### src/rtl/mau_pkg.sv
// Shared constants, op codes and FSM state type for the memory access unit.
package mau_pkg;

    localparam int IDX_W   = 8;
    localparam int DATA_W  = 32;
    localparam int RDEST_W = 5;

    localparam logic [3:0] OP_NOP = 4'h0;
    localparam logic [3:0] OP_LB  = 4'h1;
    localparam logic [3:0] OP_LBU = 4'h2;
    localparam logic [3:0] OP_LH  = 4'h3;
    localparam logic [3:0] OP_LHU = 4'h4;
    localparam logic [3:0] OP_LW  = 4'h5;
    localparam logic [3:0] OP_SB  = 4'h6;
    localparam logic [3:0] OP_SH  = 4'h7;
    localparam logic [3:0] OP_SW  = 4'h8;

    typedef enum logic {
        ST_IDLE,
        ST_MERGE_WR
    } mau_state_e;

    function automatic logic is_load(input logic [3:0] op);
        return (op == OP_LB) || (op == OP_LBU) || (op == OP_LH) ||
               (op == OP_LHU) || (op == OP_LW);
    endfunction

    // Byte and halfword stores need a read-modify-write of the containing word.
    function automatic logic is_sub_word_store(input logic [3:0] op);
        return (op == OP_SB) || (op == OP_SH);
    endfunction

    function automatic logic is_misaligned(input logic [3:0] op, input logic [1:0] offset);
        logic half_op;
        logic word_op;
        half_op = (op == OP_LH) || (op == OP_LHU) || (op == OP_SH);
        word_op = (op == OP_LW) || (op == OP_SW);
        return (half_op && offset[0]) || (word_op && (offset != 2'b00));
    endfunction

endpackage

### src/rtl/mau_lane_align.sv
// Big-endian lane extraction/extension for loads and lane merging for SB/SH.
module mau_lane_align
    import mau_pkg::*;
(
    input  logic [3:0]        op,
    input  logic [1:0]        offset,
    input  logic [DATA_W-1:0] rword,
    input  logic [DATA_W-1:0] wdata,
    output logic [DATA_W-1:0] load_value,
    output logic [DATA_W-1:0] merged_word
);

    logic [7:0]  sel_byte;
    logic [15:0] sel_half;
    logic        unused_wdata_hi;

    assign unused_wdata_hi = ^wdata[DATA_W-1:16];

    always_comb begin
        sel_byte = rword[31:24];
        case (offset)
            2'd0: sel_byte = rword[31:24];
            2'd1: sel_byte = rword[23:16];
            2'd2: sel_byte = rword[15:8];
            2'd3: sel_byte = rword[7:0];
            default: sel_byte = rword[31:24];
        endcase
        sel_half = offset[1] ? rword[15:0] : rword[31:16];

        load_value = '0;
        case (op)
            OP_LB:   load_value = {{24{sel_byte[7]}}, sel_byte};
            OP_LBU:  load_value = {24'h0, sel_byte};
            OP_LH:   load_value = {{16{sel_half[15]}}, sel_half};
            OP_LHU:  load_value = {16'h0, sel_half};
            OP_LW:   load_value = rword;
            default: load_value = '0;
        endcase
    end

    // Lane gi sits at bits [31-8*gi -: 8]; a halfword covers lanes {0,1} or {2,3}.
    for (genvar gi = 0; gi < 4; gi++) begin : g_lane
        localparam int         HI   = DATA_W - 1 - 8 * gi;
        localparam logic [1:0] LANE = 2'(gi);
        logic [7:0] wr_byte;

        always_comb begin
            wr_byte = rword[HI -: 8];
            if (op == OP_SB && offset == LANE) begin
                wr_byte = wdata[7:0];
            end else if (op == OP_SH && offset[1] == LANE[1]) begin
                wr_byte = LANE[0] ? wdata[7:0] : wdata[15:8];
            end
        end

        assign merged_word[HI -: 8] = wr_byte;
    end

endmodule

### src/rtl/mem_access_unit.sv
// Load/store unit in front of a word-addressed data memory; SB/SH go through
// a one-word merge buffer and a second write cycle.
module mem_access_unit
    import mau_pkg::*;
(
    input  logic        MAU_clk,
    input  logic        MAU_rst,
    input  logic        MAU_req_valid,
    output logic        MAU_req_ready,
    input  logic [3:0]  MAU_op,
    input  logic [31:0] MAU_addr,
    input  logic [31:0] MAU_wdata,
    input  logic [4:0]  MAU_rdest,
    output logic [31:0] MAU_rdata,
    output logic        MAU_rdata_valid,
    output logic [4:0]  MAU_rdest_out,
    output logic        MAU_misaligned,
    output logic [7:0]  MAU_dmem_address,
    output logic [31:0] MAU_dmem_data_in,
    output logic        MAU_dmem_mem_write,
    output logic        MAU_dmem_mem_read,
    input  logic [31:0] MAU_dmem_data_out
);

    mau_state_e state_reg, state_next;

    logic [DATA_W-1:0]  rdata_reg;
    logic               rdata_valid_reg;
    logic [RDEST_W-1:0] rdest_reg;
    logic               misaligned_reg;
    logic [DATA_W-1:0]  merge_word_reg;
    logic [IDX_W-1:0]   merge_idx_reg;

    logic [IDX_W-1:0]   req_idx;
    logic [1:0]         req_offset;
    logic [DATA_W-1:0]  load_value;
    logic [DATA_W-1:0]  merged_word;
    logic               load_go;
    logic               merge_go;
    logic               fault_go;
    logic               req_ready;
    logic               mem_read;
    logic               mem_write;
    logic [IDX_W-1:0]   dmem_address;
    logic [DATA_W-1:0]  dmem_data_in;
    logic               unused_addr_bits;

    assign req_idx          = MAU_addr[IDX_W+1:2];
    assign req_offset       = MAU_addr[1:0];
    assign unused_addr_bits = ^MAU_addr[31:IDX_W+2];

    mau_lane_align u_lane_align (
        .op          (MAU_op),
        .offset      (req_offset),
        .rword       (MAU_dmem_data_out),
        .wdata       (MAU_wdata),
        .load_value  (load_value),
        .merged_word (merged_word)
    );

    // Reset gates every strobe here, so an in-flight merge write is dropped.
    always_comb begin
        state_next   = state_reg;
        req_ready    = 1'b0;
        mem_read     = 1'b0;
        mem_write    = 1'b0;
        dmem_address = req_idx;
        dmem_data_in = MAU_wdata;
        load_go      = 1'b0;
        merge_go     = 1'b0;
        fault_go     = 1'b0;
        if (!MAU_rst) begin
            case (state_reg)
                ST_IDLE: begin
                    req_ready = 1'b1;
                    if (MAU_req_valid) begin
                        if (is_misaligned(MAU_op, req_offset)) begin
                            fault_go = 1'b1;
                        end else if (is_load(MAU_op)) begin
                            mem_read = 1'b1;
                            load_go  = 1'b1;
                        end else if (MAU_op == OP_SW) begin
                            mem_write = 1'b1;
                        end else if (is_sub_word_store(MAU_op)) begin
                            mem_read   = 1'b1;
                            merge_go   = 1'b1;
                            state_next = ST_MERGE_WR;
                        end
                    end
                end
                ST_MERGE_WR: begin
                    mem_write    = 1'b1;
                    dmem_address = merge_idx_reg;
                    dmem_data_in = merge_word_reg;
                    state_next   = ST_IDLE;
                end
                default: state_next = ST_IDLE;
            endcase
        end
    end

    always_ff @(posedge MAU_clk) begin
        if (MAU_rst) begin
            state_reg       <= ST_IDLE;
            rdata_reg       <= '0;
            rdata_valid_reg <= 1'b0;
            rdest_reg       <= '0;
            misaligned_reg  <= 1'b0;
            merge_word_reg  <= '0;
            merge_idx_reg   <= '0;
        end else begin
            state_reg       <= state_next;
            rdata_valid_reg <= load_go;
            misaligned_reg  <= fault_go;
            if (load_go) begin
                rdata_reg <= load_value;
                rdest_reg <= MAU_rdest;
            end
            if (merge_go) begin
                merge_word_reg <= merged_word;
                merge_idx_reg  <= req_idx;
            end
        end
    end

    assign MAU_req_ready      = req_ready;
    assign MAU_rdata          = rdata_reg;
    assign MAU_rdata_valid    = rdata_valid_reg;
    assign MAU_rdest_out      = rdest_reg;
    assign MAU_misaligned     = misaligned_reg;
    assign MAU_dmem_address   = dmem_address;
    assign MAU_dmem_data_in   = dmem_data_in;
    assign MAU_dmem_mem_write = mem_write;
    assign MAU_dmem_mem_read  = mem_read;

endmodule

### config.mk
export PLATFORM = sky130hd
export DESIGN_NAME = mem_access_unit
export DESIGN_NICKNAME = d
export VERILOG_FILES = /design/src/rtl/mau_pkg.sv /design/src/rtl/mau_lane_align.sv /design/src/rtl/mem_access_unit.sv
export SDC_FILE = /design/constraint.sdc
export NUM_CORES = 1
export LEC_CHECK = 0
export BUFFER_PORTS_ARGS = -buffer_cell sky130_fd_sc_hd__buf_2
export CORE_MARGIN = 1
export CORE_UTILIZATION = 25
export DETAILED_ROUTE_END_ITERATION = 8
export GPL_ROUTABILITY_DRIVEN = 0
export HOLD_SLACK_MARGIN = 0.1
export PLACE_DENSITY = 0.58
export SYNTH_ARGS = -nofsm -noshare
export SYNTH_HDL_FRONTEND = slang
export SYNTH_HIERARCHICAL = 1
export SYNTH_SLANG_ARGS = --single-unit
export TNS_END_PERCENT = 50
### constraint.sdc
create_clock -name MAU_clk -period 1.9 [get_ports MAU_clk]
set_input_delay 0.095 -clock MAU_clk [delete_from_list [all_inputs] [get_ports MAU_clk]]
set_output_delay 0.095 -clock MAU_clk [all_outputs]
set_load 0.01 [all_outputs]
==> Yosys cells after proc, flatten, opt, wreduce, memory -nomap -nowiden <==
Cells that the tools add are included.
{ "totals": {"in_bits": 108, "out_inout_bits": 82, "wordCells": 83, "regBits": 80} }
{ "op_classes": {"reduce_logical": 20, "n_eq_ne": 11, "bitwise": 3, "mux": 42} }
{ "op_table": {"columns": ["cell", "n"], "rows": [
  ["case mux 32 bit (5 select lines)", 1],
  ["2-to-1 mux 8 bit", 10],
  ["2-to-1 mux 32 bit", 2],
  ["case mux 8 bit (4 select lines)", 1],
  ["2-to-1 mux 1 bit", 25],
  ["== test 4 x 3 -> 1 bit (second input constant)", 4],
  ["2-to-1 mux 16 bit", 1],
  ["logical OR 1 bit", 9],
  ["== test 4 x 2 -> 1 bit (second input constant)", 2],
  ["logical AND 1 bit", 8],
  ["== test 2 bit (second input constant)", 2],
  ["== test 4 x 1 -> 1 bit (second input constant)", 1],
  ["== test 4 bit (second input constant)", 1],
  ["case mux 1 bit (2 select lines)", 2],
  ["inverter 1 bit", 3],
  ["OR reduction 3 bit", 1],
  ["== test 2 x 1 -> 1 bit (second input constant)", 1],
  ["logical NOT 2 bit", 1],
  ["nonzero test 2 bit", 1]
]} }

==> Depth between registers and ports, before layout <==
{ "depth": {"depth_word": 10, "mapped_depth": 8, "ltp_nobuf": 5} }

==> Hierarchy <==
The synthesis kept the hierarchy.
{ "by_module_without_submodules": {"columns": ["module", "seq_area_each_um2", "instances", "area_each_um2", "cells_each"], "rows": [
  ["mem_access_unit", 1601.5, 1, 3676.0, 401],
  ["mau_lane_align", 0.0, 1, 1656.6, 220]
]} }

==> Least setup slack after synthesis <==
OpenSTA, ideal clock, no wires.
{ "synth_path": {"kind": "register to register", "startpoint": "register state_reg", "endpoint": "register rdata_reg[10], in the netlist MAU_rdata[10]", "stages_incl_launch_ff": 7, "period_less_slack_ns": 1.520, "slack_ns": 0.380, "setup_ns": 0.072, "required_ns": 1.828, "n_path_buf": 2, "t_arrival_ns": 1.448, "cell_sequence": "dfxtp_1 -> nor4b_4 -> o31ai_1 -> a211oi_2 -> buf_4 -> buf_12 -> mux2i_1"} }
{ "synth_between": {"elab_chain_len": 2} }
{ "synth_rtl": {"columns": ["element", "line", "text"], "rows": [
  ["start: declaration", "mem_access_unit.sv:25", "mau_state_e state_reg, state_next;"],
  ["start signal: assignment", "mem_access_unit.sv:112", "state_reg <= state_next;"],
  ["2-to-1 mux 1 bit", "mem_access_unit.sv:73", "case (state_reg)"],
  ["2-to-1 mux 1 bit", "mem_access_unit.sv:72", "if (!MAU_rst) begin"],
  ["end signal: assignment", "mem_access_unit.sv:116", "rdata_reg <= load_value;"],
  ["end: declaration", "mem_access_unit.sv:27", "logic [DATA_W-1:0] rdata_reg;"]
]} }
No other way between the ends.
A chain may end at the register's enable or synchronous reset.

==> Worst setup path after layout <==
{ "layout_path": {"startpoint": "register state_reg", "endpoint": "register rdata_reg[23], in the netlist MAU_rdata[23]"} }
Same word-level chain as after synthesis.

==> out/metrics.csv <==
metric,value,unit
via_count,5044,
rows,53,
synth-xor-area-share,0.00164,
dieArea,21900,sq um
synth_area_leaders,"dfxtp_1, mux2_2, mux2i_1, nand2b_1, nand2_1",
timing.critical_path.slowest_stage_cell,dfxtp_1,
async_flop_share,0,
yosysTopAreaCell,dfxtp_1,
grt_use_total,0.159,
clock-sinks,80,
drive_above_1_share,0.372,
ys_seq_area_frac,0.300,
synth_top_family_by_area,simple AND/OR/NAND/NOR gates,
worstPathArrival,1.95,ns
whs,0.177,ns
drc,0,
vias_per_cell,4.76,
worst_path_largest_cell_delay,0.36,ns
drt_iter0_markers,222,
clkTransAtPathRegs,0.06,ns
dp_hpwl,13300,um
synth_warnings,6,
grt_pass1_wl,26300,um
netlist.area_leader.share,0.300,
grt_pass1_vias,4603,
wl_per_cell,16.6,um
synth-compound-area-share,0.164,
grt_max_degree,98,
ir_drop,409,uV
fin_crit_sh,0.881,
cts_tree,yes,
crit_chain,nor4b_4 -> o31ai_1 -> a211oi_4 -> buf_12 -> mux2i_1,
cts_setup_buffers,0,
ys_ff_latch,80,
clockRootBuffer,clkbuf_16,
first_pass_iters,4,
gr-total-overflow,0,
finalWirelength,17600,um
critPathTopFamily,compound AO/OA/AOI/OAI gates,
cts-resized-gates,0,
tightest_slew,0.778,ns
antenna_left,0,
fin_worst_skew,0.00389,ns
synth_ff_type,dfxtp_1,
core_area,21000,sq um
fmax,0.598,GHz
die_w,148,um
h-tree-depth,3,
synth_edf_count,0,
antenna_found_initial,1,
initial_core_util,0.254,
cp_max_fo,38,
setup_viol,0,
nNetsFinal,886,
min_period,1.67,ns
die_h,148,um
finalMaxSlewViolations,0,
reg2reg_slack,0.23,ns
status,"finished, final reports clean",
hold_class,in -> reg,
syn_inst,621,
critPathCaptureType,register,
relSlewSlack,0.481,
critPathBufInv,1,
power_density,646,nW/um^2
synthMuxAreaShare,0.222,
cts_buffers,9,
cp.required,2.17,ns
cts_buffer_depth,2,
path_class,reg -> reg,
ys_types,45,
synthAdderAreaFrac,0,
avgSynthCellArea,8.59,sq um
io_buffers,167,
final.setup.tns,0,ns
power.leakage,2.73,nW
synth-simple-area-share,0.250,
synthesis.nets,729,
final_hold_viol_count,0,
final.fill_count,2258,
grt_setup_unrepaired,false,
io_pins,190,
drv_cap,0,
cp-start-kind,register,
syn_to_final_growth,30.2,%
synthesis.area,5330,sq um
clkLatencyLatePin,0.34,ns
where the power goes:
part	switching [mW]	internal, mW	total [mW]
combinational	0.424	0.349	0.773
clock	0.717	1.29	2.00
sequential	0.00973	1.70	1.71
total	1.15	3.33	4.48
metrics by stage:
stage	util	power [mW]	std cells	instance area [sq um]	setup WS, ns
finish	0.331	4.48	1060	6940	0.227
global route	0.331	4.68	1059	6940	0.0884
CTS	0.331	4.56	1058	6940	0.200
detailed placement	0.308	2.49	1028	6460	0.170
global placement	0.308	2.49	1028	6460	0.195
floorplan	-	2.18	621	5330	0.380
logic make-up after synthesis:
logic type	count (synthesis)
and+or+nand+nor	251
AOI/OAI and AO/OA	117
muxes	111
DFF	80
buffers and inverters	61
xor gates and xnor gates	1
per-layer routing:
layer  wire [um]  share of wire  global-route usage  vias to the layer above
li1            -              -                   -                     2498
met1        7960           0.45               0.208                     2342
met2        8060           0.46               0.254                      174
met3        1060          0.060              0.0331                       30
met4         561          0.032              0.0670                        0
met5           0              0                   0                        -
layout make-up:
class / count / area [sq um] / share of cell area
multi-input cells: 480 / 3420 / 0.493
well taps: 275 / 344 / 0.0496
repair buffers: 206 / 1230 / 0.177
inverters: 1 / 3.75 / 0.000541
diodes: 2 / 5.00 / 0.000721
clock buffers: 11 / 233 / 0.0335
flip-flops and latches: 80 / 1600 / 0.231
clock inverters: 5 / 104 / 0.0150
synth_stat cells (5+ instances only):
cell type	count
nand2b_1	78
mux2_1	8
nand3_1	10
nor3_1	16
dfxtp_1	80
o21ai_0	20
clkbuf_1	26
a21oi_1	42
buf_2	23
nor2_1	5
nand2_1	114
o211ai_2	19
mux2_2	50
o221ai_1	9
nand4b_1	8
mux2i_1	53
a31oi_1	17
layout by cell type (no fill, tap or decap), drive strengths merged, types with 14 or more instances in the layout:
master	instances
dfxtp	80
a21oi	42
nor3	16
mux2i	53
o211ai	19
nand2b	78
dlygate4sd3	14
o21ai	20
mux2	58
buf	192
nand2	115
a31oi	17
worst min-delay path: stages:
cell	delay [ns]
buf_2	0.15
o21ai_0	0.15
a21oi_1	0.08
worst paths after layout:
check,startpoint,end,cells past startpoint
worst max-delay path,state_reg,MAU_rdata[23],5
worst min register to register,merge_word_reg[9],merge_word_reg[9],2
worst max register to register,state_reg,MAU_rdata[23],5
worst min-delay path,MAU_addr[1],MAU_misaligned,3
timing repair:
item,in CTS,in global routing
hold endpoints to repair,14,0
hold buffers,14,0
setup endpoints to repair,0,0
Note: power is estimated with default switching activity, not from simulation.
